## src/rtl/ddr_datapath_read_pkg.sv

```systemverilog
// Shared types and command-FSM state codes for the DDR read datapath.
// Pure declarations: no latency, no flow control.
package ddr_datapath_read_pkg;

    // Command FSM state codes, common to the whole DDR controller
    localparam int          CMD_W                 = 4;
    localparam logic [3:0]  c_IDLE                = 4'd0;
    localparam logic [3:0]  c_ACTIVATE            = 4'd1;
    localparam logic [3:0]  c_WRITE               = 4'd2;
    localparam logic [3:0]  c_WAIT_END_OF_W_BURST = 4'd3;
    localparam logic [3:0]  c_READ                = 4'd4;
    localparam logic [3:0]  c_WAIT_END_OF_R_BURST = 4'd5;
    localparam logic [3:0]  c_PRECHARGE           = 4'd6;
    localparam logic [3:0]  c_REFRESH             = 4'd7;

    localparam int LAT_W  = 4;
    localparam int BYTE_W = 4;

    typedef enum logic [1:0] {
        ST_IDLE    = 2'd0,
        ST_WAIT_CL = 2'd1,
        ST_CAPTURE = 2'd2
    } rd_state_e;

    // DQS is high while even bytes are on the bus, low for odd bytes
    function automatic logic dqs_expected(input logic [BYTE_W-1:0] byte_idx);
        return ~byte_idx[0];
    endfunction

endpackage

```

## src/rtl/ddr_datapath_read_if.sv

```systemverilog
// Pin-side inputs and system-side read results of the DDR read datapath.
// Strobe-only outputs: the system side cannot stall a burst.
interface ddr_datapath_read_if;
    import ddr_datapath_read_pkg::*;

    logic             rden;
    logic [CMD_W-1:0] cmd_state;
    logic [7:0]       ddr_dq_r;
    logic             ddr_dqs_r;
    logic [15:0]      sys_data_r;
    logic             sys_rd_valid;
    logic             rd_done;
    logic             rd_err;

    modport master (
        output rden, cmd_state, ddr_dq_r, ddr_dqs_r,
        input  sys_data_r, sys_rd_valid, rd_done, rd_err
    );

    modport slave (
        input  rden, cmd_state, ddr_dq_r, ddr_dqs_r,
        output sys_data_r, sys_rd_valid, rd_done, rd_err
    );

endinterface

```

## src/rtl/ddr_datapath_read_byte_pack.sv

```systemverilog
// Pairs captured bytes into 16-bit words, high byte first; word and strobe
// appear one cycle after the odd byte is presented. No backpressure.
module ddr_read_byte_pack (
    input  logic        clk_2x,
    input  logic        rst,
    input  logic        byte_stb,
    input  logic        byte_odd,
    input  logic        byte_last,
    input  logic [7:0]  byte_dat,
    output logic [15:0] word_dat,
    output logic        word_vld,
    output logic        word_last
);

    logic [7:0]  hi_q,   hi_d;
    logic [15:0] word_q, word_d;
    logic        vld_q,  vld_d;
    logic        last_q, last_d;

    always_comb begin
        hi_d   = hi_q;
        word_d = word_q;
        vld_d  = 1'b0;
        last_d = 1'b0;
        if (byte_stb) begin
            if (byte_odd) begin
                word_d = {hi_q, byte_dat};
                vld_d  = 1'b1;
                last_d = byte_last;
            end else begin
                hi_d = byte_dat;
            end
        end
    end

    always_ff @(posedge clk_2x or negedge rst) begin
        if (!rst) begin
            hi_q   <= '0;
            word_q <= '0;
            vld_q  <= 1'b0;
            last_q <= 1'b0;
        end else begin
            hi_q   <= hi_d;
            word_q <= word_d;
            vld_q  <= vld_d;
            last_q <= last_d;
        end
    end

    assign word_dat  = word_q;
    assign word_vld  = vld_q;
    assign word_last = last_q;

endmodule

```

## src/rtl/ddr_datapath_read.sv

```systemverilog
// DDR read datapath: waits CAS latency, captures a burst from DQ, checks DQS, emits 16-bit words.
// Word j strobes CAS_LAT+2j+3 cycles after the accepted start; no backpressure, rden ignored mid-burst.
module ddr_datapath_read
    import ddr_datapath_read_pkg::*;
#(
    parameter int CAS_LAT     = 6,
    parameter int BURST_BYTES = 8
) (
    input  logic                clk_2x,
    input  logic                rst,
    ddr_datapath_read_if.slave  bus
);

    logic [7:0]        dq_q, dq_d;
    logic              dqs_q, dqs_d;
    rd_state_e         state_q, state_d;
    logic [LAT_W-1:0]  lat_cnt_q, lat_cnt_d;
    logic [BYTE_W-1:0] byte_cnt_q, byte_cnt_d;
    logic              rd_err_q, rd_err_d;

    logic              cmd_ok;
    logic              byte_stb;
    logic              byte_last;

    assign cmd_ok    = (bus.cmd_state == c_WAIT_END_OF_R_BURST);
    assign byte_last = (byte_cnt_q == BYTE_W'(BURST_BYTES - 1));

    always_comb begin
        dq_d  = bus.ddr_dq_r;
        dqs_d = bus.ddr_dqs_r;
    end

    always_comb begin
        state_d    = state_q;
        lat_cnt_d  = lat_cnt_q;
        byte_cnt_d = byte_cnt_q;
        rd_err_d   = rd_err_q;
        byte_stb   = 1'b0;
        case (state_q)
            ST_IDLE: begin
                if (bus.rden && cmd_ok) begin
                    state_d    = ST_WAIT_CL;
                    lat_cnt_d  = LAT_W'(CAS_LAT - 1);
                    byte_cnt_d = '0;
                    rd_err_d   = 1'b0;
                end
            end
            ST_WAIT_CL: begin
                if (!cmd_ok) begin
                    state_d  = ST_IDLE;
                    rd_err_d = 1'b1;
                end else if (lat_cnt_q == '0) begin
                    state_d = ST_CAPTURE;
                end else begin
                    lat_cnt_d = lat_cnt_q - 1'b1;
                end
            end
            ST_CAPTURE: begin
                // An abort drops the byte in flight so no partial word is strobed
                if (!cmd_ok) begin
                    state_d  = ST_IDLE;
                    rd_err_d = 1'b1;
                end else begin
                    byte_stb = 1'b1;
                    if (dqs_q != dqs_expected(byte_cnt_q)) begin
                        rd_err_d = 1'b1;
                    end
                    if (byte_last) begin
                        state_d    = ST_IDLE;
                        byte_cnt_d = '0;
                    end else begin
                        byte_cnt_d = byte_cnt_q + 1'b1;
                    end
                end
            end
            default: begin
                state_d = ST_IDLE;
            end
        endcase
    end

    always_ff @(posedge clk_2x or negedge rst) begin
        if (!rst) begin
            dq_q       <= '0;
            dqs_q      <= 1'b0;
            state_q    <= ST_IDLE;
            lat_cnt_q  <= '0;
            byte_cnt_q <= '0;
            rd_err_q   <= 1'b0;
        end else begin
            dq_q       <= dq_d;
            dqs_q      <= dqs_d;
            state_q    <= state_d;
            lat_cnt_q  <= lat_cnt_d;
            byte_cnt_q <= byte_cnt_d;
            rd_err_q   <= rd_err_d;
        end
    end

    ddr_read_byte_pack u_byte_pack (
        .clk_2x    (clk_2x),
        .rst       (rst),
        .byte_stb  (byte_stb),
        .byte_odd  (byte_cnt_q[0]),
        .byte_last (byte_last),
        .byte_dat  (dq_q),
        .word_dat  (bus.sys_data_r),
        .word_vld  (bus.sys_rd_valid),
        .word_last (bus.rd_done)
    );

    assign bus.rd_err = rd_err_q;

endmodule

```

## src/flat_wrapper.sv

```systemverilog
// flat-port wrapper written by rule: the top's interface ports become plain ports
module ddr_datapath_read_flat import ddr_datapath_read_pkg::*;
#(
    parameter int CAS_LAT     = 6,
    parameter int BURST_BYTES = 8
)
  (clk_2x, rst, bus_rden, bus_cmd_state, bus_ddr_dq_r, bus_ddr_dqs_r, bus_sys_data_r, bus_sys_rd_valid, bus_rd_done, bus_rd_err);
  ddr_datapath_read_if bus_i ();
  input  logic clk_2x;
  input  logic rst;
  input wire logic [$bits(bus_i.rden)-1:0] bus_rden;
  input wire logic [$bits(bus_i.cmd_state)-1:0] bus_cmd_state;
  input wire logic [$bits(bus_i.ddr_dq_r)-1:0] bus_ddr_dq_r;
  input wire logic [$bits(bus_i.ddr_dqs_r)-1:0] bus_ddr_dqs_r;
  output wire logic [$bits(bus_i.sys_data_r)-1:0] bus_sys_data_r;
  output wire logic [$bits(bus_i.sys_rd_valid)-1:0] bus_sys_rd_valid;
  output wire logic [$bits(bus_i.rd_done)-1:0] bus_rd_done;
  output wire logic [$bits(bus_i.rd_err)-1:0] bus_rd_err;
  assign bus_i.rden = bus_rden;
  assign bus_i.cmd_state = bus_cmd_state;
  assign bus_i.ddr_dq_r = bus_ddr_dq_r;
  assign bus_i.ddr_dqs_r = bus_ddr_dqs_r;
  assign bus_sys_data_r = bus_i.sys_data_r;
  assign bus_sys_rd_valid = bus_i.sys_rd_valid;
  assign bus_rd_done = bus_i.rd_done;
  assign bus_rd_err = bus_i.rd_err;
  ddr_datapath_read #(.CAS_LAT(CAS_LAT), .BURST_BYTES(BURST_BYTES)) u_core (.clk_2x(clk_2x), .rst(rst), .bus(bus_i));
endmodule
```

## config.mk

```make
export PLATFORM = sky130hd
export DESIGN_NAME = ddr_datapath_read_flat
export DESIGN_NICKNAME = d
export VERILOG_FILES = /design/src/rtl/ddr_datapath_read_pkg.sv /design/src/rtl/ddr_datapath_read_if.sv /design/src/rtl/ddr_datapath_read_byte_pack.sv /design/src/rtl/ddr_datapath_read.sv /design/src/flat_wrapper.sv
export SDC_FILE = /design/constraint.sdc
export NUM_CORES = 1
export LEC_CHECK = 0
export CORE_UTILIZATION = 40
export CTS_CLUSTER_DIAMETER = 80
export DETAILED_ROUTE_END_ITERATION = 12
export GPL_TIMING_DRIVEN = 0
export PLACE_DENSITY = 0.65
export SLEW_MARGIN = 20
export SYNTH_ARGS = -nofsm -noshare
export SYNTH_HDL_FRONTEND = slang
export SYNTH_HIERARCHICAL = 1
export SYNTH_SLANG_ARGS = --single-unit
```

## constraint.sdc

```tcl
create_clock -name clk_2x -period 2.6 [get_ports clk_2x]
set_input_delay 0.39 -clock clk_2x [delete_from_list [all_inputs] [get_ports clk_2x]]
set_output_delay 0.39 -clock clk_2x [all_outputs]
set_load 0.05 [all_outputs]
```

Yosys cells after proc, flatten, opt, wreduce, memory -nomap -nowiden. Index checks and enable logic that the tools add are counted.

Flip-flop bits (word level): 46. Input port bits: 16. Output and inout bits: 19. Logic and storage cells: 63.

Add/subtract/negate cells: 2. Equal/unequal tests: 13. Mux-type cells: 25. Bitwise operators: 1. Reductions and logical operators: 12.

Operator list (count): $mux W4 (6); $pmux W4 S2 (2); $mux W1 (10); $mux W2 (5); $ne A3 B3 Y1 const B (3); $eq A4 B3 Y1 const B (2); $reduce_and A4 Y1 (2); $ne A2 B1 Y1 const B (3); $pmux W2 S3 (1); $reduce_and A3 Y1 (2); $add A4 B1 Y4 const B (1); $logic_not A4 Y1 (1); $ne A2 B2 Y1 const B (2); $reduce_and A2 Y1 (2); $reduce_bool A2 Y1 (2); $sub A4 B1 Y4 const B (1); $pmux W1 S3 (1); $reduce_bool A3 Y1 (1); $eq A2 B1 Y1 const B (1); $eq A2 B2 Y1 const B (1); $logic_not A2 Y1 (1); $logic_and A1 B1 Y1 (1); $ne A1 B1 Y1 (1); $not A1 Y1 (1).

Longest topological paths before layout. Gate-level depths: netlist (run 1).

Depth in word-level cells: 5. Depth in mapped cells: 7. Depth with buffers taken out: 6.

Cells and area by module. The synthesis (run 1) kept the hierarchy.

By module, submodules not included: ddr_read_byte_pack (instances 1, cells each 56, area an instance 993.5 µm², sequential area each 650.6 µm²); ddr_datapath_read (instances 1, cells each 84, area an instance 943.4 µm², sequential area each 500.5 µm²).

Worst setup path before layout (run 1). OpenSTA, ideal clock, no wires.

Path type: reg2reg. From: reg u_core.state_q[0]. To: reg u_core.u_byte_pack.hi_q[6]. Library setup time: 0.125 ns. Data arrival time: 1.588 ns. Data required time: 2.475 ns. Setup slack: 0.888 ns. Cell stages (with the launch flop): 8. Buffers on the path: 1. Period minus slack after synthesis: 1.712 ns. Path through: dfrtp_1 > inv_1 > ha_1 > inv_1 > nor2_1 > nor2b_1 > buf_2 > mux2_2.

Longest elaborated chain between the ends: 3.

Ends and longest elaborated chain: start, declared (RTL line ddr_datapath_read.sv:16) `rd_state_e state_q, state_d;`; start signal, assigned (RTL line ddr_datapath_read.sv:93) `state_q <= state_d;`; $eq A2 B2 Y1 (RTL line ddr_datapath_read.sv:39) `case (state_q)`; $mux W1 (RTL line ddr_datapath_read.sv:39); net u_core.byte_stb (RTL line ddr_datapath_read.sv:22) `logic byte_stb;`; $reduce_and A2 Y1 (no source line); end signal, assigned (RTL line ddr_datapath_read_byte_pack.sv:43) `hi_q <= hi_d;`; end, declared (RTL line ddr_datapath_read_byte_pack.sv:15) `logic [7:0] hi_q, hi_d;`.

The timed path passes the listed nets, and every way through them passes these cells. A chain may end at the register's enable or synchronous reset.

Worst setup path in the final report (run 1).
From: reg u_core.state_q[0]. To: reg u_core.u_byte_pack.hi_q[7].

Same word-level chain as after synthesis.

==> results.toml, run 1 <==
[run_status]
status = "completed"

[logic_synthesis]
ys_ff_latch = 46
syn_inst = 140
synth_warnings = 6
synth.avg_cell_area_um2 = 13.8
netlist_area_um2 = 1940
synth.distinct_cells = 35
syn-num-nets = 162
synth-seq-area-share = 0.594

[place]
place_ws_ps = 312
place_congestion = 0.830
io_buffers = 34
dpl.hpwl_mm = 2.54

[sta]
setup_slack_ps = 637
grt_setup_unrepaired = "false"
setup_viol_count_final = 0
timing.final.crit_share = 0.755
relSlewSlack = 0.664
finalClockSkew_ps = 4.84
drv_slew = 0
worst_slew_pin_slew_ps = 503
timing.fmax_ghz = 0.509
fin_crit_ps = 1960
hold_viol_final = 0

[power]
power.density_nw_per_um2 = 642
p_leak_nw = 1.19
peakVddDrop_uv = 259
power_w = 0.00159

[cts]
numCtsBuffers = 5
htreeDepth = 2
cts_tree = "done"
post_cts_buffers = 0
insertion_delay_ps = 290
clock_path_buffers = 2
cts_resized = 0
clkTransAtPathRegs_ps = 80
cts.sinks = 46
cts_root_buffer = "clkbuf_8"
cts_hold_buffers = 1

[min_path]
min_from = "u_core/u_byte_pack/hi_q[5]"
hold_class = "reg -> reg"

[flow_run]
maxCapViolCount = 0

[layout]
mostFrequentLayoutCells = "dfrtp_1 (46), clkdlybuf4s50_1 (33), mux2_1 (14)"
syn_to_final_growth_pct = 27.9
num-fill-cells = 384
multi_input_area_um2 = 736
post-route-util = 0.550
layout_commonest_cell = "dfrtp_1"
nets = 205
n_antenna_cell = 0
seqCellArea_um2 = 1150
drive_gt1_frac = 0.163

[route]
drtAntennaViolNets = 0
wl_per_cell_um = 14.5
drt-total-wl_mm = 3.43
vias = 1214
drtIter0Drc = 85
first_pass_iters = 4
drc = 0
vias_per_cell = 5.14

[grt]
grt_max_degree = 34
grt_pass1_vias = 1296
antenna_found_initial = 0
grt_overflow_total = 0
grt_pass1_wl_mm = 5.90
track_usage = 0.153

[worst_setup_path]
path_common_cell = "inv_1"
arrival_ps = 2150
startpoint_type = "flop"
critPathRequiredTime_ps = 2790
cp_cell_sequence = "inv_1 > ha_1 > inv_1 > nor2_1 > nor2b_1 > buf_2 > mux2_2"
end_kind = "flop"
path_max_fanout = 8
r2r_start = "u_core/state_q[0]"
critPathSlowestCell = "dfrtp_1"
worst_path_largest_cell_delay_ps = 420
cp-startpoint = "u_core/state_q[0]"
crit_type = "reg -> reg"

[die]
ioPinCount = 35
rows = 24
initial_utilization = 0.430
die_x_um = 71.6
dieArea_um2 = 5120
die_y_um = 71.6
core-area_um2 = 4500
## layout make-up
class,instances,area share
Inverter,9,0.0136
Tap cell,52,0.0263
Buffer,2,0.00657
Sequential cell,46,0.465
Clock buffer,6,0.0293
Clock inverter,2,0.0152
Timing Repair Buffer,36,0.147
Multi-Input combinational cell,83,0.297
## layer usage
| layer | GRT usage | part of all wire | wire length [um] | vias up |
|---|---|---|---|---|
| li1 | - | - | - | 575 |
| met1 | 0.178 | 0.44 | 1500 | 597 |
| met2 | 0.262 | 0.51 | 1740 | 33 |
| met3 | 0.0534 | 0.042 | 145 | 9 |
| met4 | 0.0523 | 0.013 | 45 | 0 |
| met5 | 0 | 0 | 0 | - |
## sequential cells by signal (all words and copies together) (netlist names)
signal	flops
u_core/u_byte_pack/word_dat	16
u_core/dq_q	8
u_core/u_byte_pack/hi_q	8
u_core/byte_cnt_q	4
u_core/lat_cnt_q	4
u_core/state_q	2
u_core/bus.rd_err	1
u_core/dqs_q	1
u_core/u_byte_pack/word_last	1
u_core/u_byte_pack/word_vld	1
## critical path, delay by kind of cell (launching register included)
family,cells,cell delay (ps)
adder cells (fa/ha/maj),1,280
buffers and inverters,3,440
flip-flops,1,420
multiplexers,1,370
AND/OR/NAND/NOR,2,340
## kinds of logic after synthesis
| logic type | share of synthesized area |
|---|---|
| buf+inv | 0.0258 |
| xor+xnor | 0.00452 |
| simple gates | 0.0962 |
| flops | 0.594 |
| fa+ha+maj | 0.0388 |
| mux | 0.169 |
| compound gates | 0.0717 |
## power by group
group | switching (W) | total (W) | leakage [nW] | internal (W)
sequential | 0.0000454 | 0.000817 | 0.608 | 0.000772
combinational | 0.000130 | 0.000255 | 0.530 | 0.000125
clock | 0.000232 | 0.000519 | 0.0514 | 0.000287
total | 0.000407 | 0.00159 | 1.19 | 0.00118
## path summary, 6_finish.rpt
kind | end | slack [ps] | cells after the start
max in group asynchronous | u_core/lat_cnt_q[0] | 1590 | 3
setup / recovery | u_core/u_byte_pack/hi_q[7] | 640 | 7
min in group asynchronous | u_core/u_byte_pack/word_dat[1] | 530 | 2
hold / removal | u_core/u_byte_pack/hi_q[5] | 490 | 1
setup reg to reg | u_core/u_byte_pack/hi_q[7] | 640 | 7
hold reg to reg | u_core/u_byte_pack/hi_q[5] | 490 | 1
## per-stage QoR
stage | TNS (ps) | hold slack (ps) | cell area (um^2) | instances
CTS | 0 | 499 | 2480 | 236
global placement | -1590 | 457 | 2340 | 226
floorplan | 0 | 94.4 | 1940 | 140
detailed placement | 0 | 320 | 2360 | 227
finish | 0 | 492 | 2480 | 236
global route | 0 | 506 | 2480 | 236
## cell usage after synthesis (all sizes together)
| cell type | number | area share |
|---|---|---|
| dfrtp | 46 | 0.59 |
| mux2 | 26 | 0.17 |
| nand2 | 11 | 0.024 |
| inv | 9 | 0.017 |
| ha | 6 | 0.039 |
| o21ai | 6 | 0.016 |
| nor2 | 4 | 0.0077 |
| and3 | 3 | 0.0097 |
| nand3b | 3 | 0.012 |
| a221oi | 2 | 0.016 |
| a2bb2oi | 2 | 0.0090 |
| buf | 2 | 0.0084 |
| nand4 | 2 | 0.0065 |
| o31ai | 2 | 0.0077 |
| a21oi | 1 | 0.0026 |
| a22o | 1 | 0.0045 |
| and2 | 1 | 0.0032 |
| and4bb | 1 | 0.0065 |
| nand2b | 1 | 0.0032 |
| nand3 | 1 | 0.0026 |
| nand4bb | 1 | 0.0058 |
| nor2b | 1 | 0.0032 |
| nor3 | 1 | 0.0026 |
| nor3b | 1 | 0.0065 |
| o211ai | 1 | 0.0039 |
| o21bai | 1 | 0.0039 |
| o2bb2ai | 1 | 0.0045 |
| o32ai | 1 | 0.0045 |
| or3 | 1 | 0.0032 |
| xnor2 | 1 | 0.0045 |
No activity file was read; power rests on OpenSTA's default activity.
==> inputs of run 2 (changes only) <==
--- a/config.mk
+++ b/config.mk
@@ -9,7 +9,7 @@
 export CTS_CLUSTER_DIAMETER = 80
 export DETAILED_ROUTE_END_ITERATION = 12
 export GPL_TIMING_DRIVEN = 0
-export PLACE_DENSITY = 0.65
+export PLACE_DENSITY = 0.67
 export SLEW_MARGIN = 20
 export SYNTH_ARGS = -nofsm -noshare
 export SYNTH_HDL_FRONTEND = slang
==> constraint.sdc (replaced) <==
create_clock -name clk_2x -period 1.6 [get_ports clk_2x]
set_input_delay 0.24 -clock clk_2x [delete_from_list [all_inputs] [get_ports clk_2x]]
set_output_delay 0.24 -clock clk_2x [all_outputs]
set_load 0.05 [all_outputs]
==> run 2 against run 1 <==
The run now ends with negative setup slack left. Combinational power grew 140%. Clock power increased by 36%. Register-to-register slack lost 660 ps. Largest cell class unchanged. Fmax grew 21%. Clock skew rose by 3.2 ps. Worst hold slack worse by 120 ps. Critical endpoint is now u_core/lat_cnt_q[3].
==> results.toml, run 2 (synthesis results as in run 1) <==
[grt]
track_usage = 0.162
grt_overflow_total = 0
grt_pass1_wl_mm = 6.40
grt_max_degree = 33
antenna_found_initial = 0
grt_pass1_vias = 1376

[power]
p_sw_frac = 0.292
peakVddDrop_uv = 641
p_clk_frac = 0.263
power.density_nw_per_um2 = 948
combPwrFrac = 0.231
p_leak_nw = 1.45
p_int_w = 0.00190
p_seq_frac = 0.506
p_switching_w = 0.000783

[route]
met1Wirelength_mm = 1.76
vias = 1345
drtIter0Drc = 61
first_pass_iters = 5
drc = 0
routed.top_layer = "met4"
dr_wl_met2_mm = 2.00
vias_per_cell = 5.32
wl_per_cell_um = 15.7
drtAntennaViolNets = 0
drt-total-wl_mm = 3.97
met3WireLength_um = 173

[cts]
htreeDepth = 2
insertion_delay_ps = 300
numCtsBuffers = 5
cts.sinks = 46
clock_path_buffers = 2
cts_tree = "done"
cts_root_buffer = "clkbuf_8"
clkTransAtPathRegs_ps = 90

[layout]
drive_gt1_frac = 0.388
n_antenna_cell = 0
nets = 222
mostFrequentLayoutCells = "dfrtp_1 (44), mux2_4 (24), dlygate4sd2_1 (19)"
design_area_um2 = 2830
syn_to_final_growth_pct = 45.9
layout_commonest_cell = "dfrtp_1"
num-fill-cells = 356
largest_register_ffs = 16

[worst_setup_path]
path_max_fanout = 7
worstSetupEndpoint = "u_core/lat_cnt_q[3]"
reg2reg_slack_ps = -20
arrival_ps = 1790
worstReg2RegEnd = "u_core/lat_cnt_q[3]"
startpoint_type = "flop"
r2r_start = "u_core/state_q[0]"
cp-startpoint = "u_core/state_q[0]"
critPathRequiredTime_ps = 1760
ff2ff_path_depth = 6
end_kind = "flop"
crit_type = "reg -> reg"

[die]
initial_utilization = 0.430
rows = 24
die_y_um = 71.6
ioPinCount = 35
die_x_um = 71.6
dieArea_um2 = 5120
core-area_um2 = 4500

[sta]
hold_viol_final = 0
finalClockSkew_ps = 8.03
worst_slew_pin_slew_ps = 503
fin_crit_ps = 1620
setup_slack_ps = -23.3
timing.final.crit_share = 1.01
tns_ps = -34.5
grt_setup_unrepaired = "true"
setup_viol_count_final = 4
timing.fmax_ghz = 0.616
relSlewSlack = 0.666
hold_ws_ps = 373
drv_slew = 0

[place]
dpl-instance-area_um2 = 2360
place_congestion = 0.842
dpl.hpwl_mm = 2.45
io_buffers = 34
place_ws_ps = -467

[min_path]
hold-path-cell-count = 1
hold_class = "in -> reg"

[run_status]
violations = "negative setup slack"
status = "finished with violations"

[flow_run]
maxCapViolCount = 0
[run 2: cell types whose count changed in the layout (fill, tap and decap cells not counted), sizes merged]
cell | previous run | this run
buf | 4 | 20
bufinv | 1 | 0
clkdlybuf4s50 | 33 | 12
clkinv | 0 | 2
dlygate4sd2 | 0 | 19
dlymetal6s2s | 0 | 2
[run 2: final cells by class]
cell class              count  area [um^2]  area share
multi-input cells          83          921       0.326
well taps                  52         65.1      0.0230
clock inverters             3         21.3     0.00753
repair buffers             53          519       0.184
inverters                   9         41.3      0.0146
flip-flops and latches     46         1150       0.408
plain buffers               2         35.0      0.0124
clock buffers               5         68.8      0.0244
[run 2: metal layers]
layer / vias up / GRT usage
met5: - / 0
met4: 0 / 0.0610
met3: 5 / 0.0408
met2: 35 / 0.273
met1: 688 / 0.203
li1: 617 / -
[run 2: worst max-delay path: stages, from the launching register on]
cell	delay (ps)
dfrtp_2	450
inv_4	70
ha_4	190
nand2b_4	150
a221oi_4	370
buf_4	180
o211ai_1	90
[run 2: worst min-delay path by stage]
stage,from,end,slack [ps]
6_report,bus_ddr_dq_r[2],u_core/dq_q[2],370
5_1_grt,bus_ddr_dq_r[0],u_core/dq_q[0],370
4_1_cts,bus_ddr_dq_r[2],u_core/dq_q[2],360
3_5_place_dp,rst,u_core/u_byte_pack/word_dat[1],180
3_3_place_gp,u_core/byte_cnt_q[3],u_core/byte_cnt_q[3],460
2_1_floorplan,rst,u_core/bus.rd_err,-60
[run 2: repair_timing]
action / CTS / global route
resized for setup: 47 / 25
pin swaps: 5 / 7
setup endpoints to repair: 50 / 33
endpoints found under the hold margin: 14 / 0
hold buffers: 1 / 0
cloned: 0 / 1
buffers inserted: 8 / 8
[run 2: power by group through the flow]
stage / registers [W] / clock network [W] / logic, W
2_1_floorplan: 0.00136 / 0 / 0.000266
3_3_place_gp: 0.00134 / 0 / 0.000395
3_5_place_dp: 0.00135 / 0 / 0.000419
4_1_cts: 0.00135 / 0.000736 / 0.000529
5_1_grt: 0.00137 / 0.000789 / 0.000670
6_report: 0.00136 / 0.000706 / 0.000619
[run 2: stage by stage]
stage	power [W]	util	instances
finish	0.00268	0.627	253
global route	0.00283	0.627	253
CTS	0.00261	0.588	244
detailed placement	0.00177	0.525	227
global placement	0.00174	0.522	226
floorplan	0.00162	-	140
==> inputs of run 3 (changes only) <==
--- a/config.mk
+++ b/config.mk
@@ -5,8 +5,9 @@
 export SDC_FILE = /design/constraint.sdc
 export NUM_CORES = 1
 export LEC_CHECK = 0
+export CAP_MARGIN = 30
 export CORE_UTILIZATION = 40
-export CTS_CLUSTER_DIAMETER = 80
+export CTS_CLUSTER_DIAMETER = 30
 export DETAILED_ROUTE_END_ITERATION = 12
 export GPL_TIMING_DRIVEN = 0
 export PLACE_DENSITY = 0.67
==> results of run 3 <==
Same layout as run 2: the final DEF is identical, and so are final timing and power.
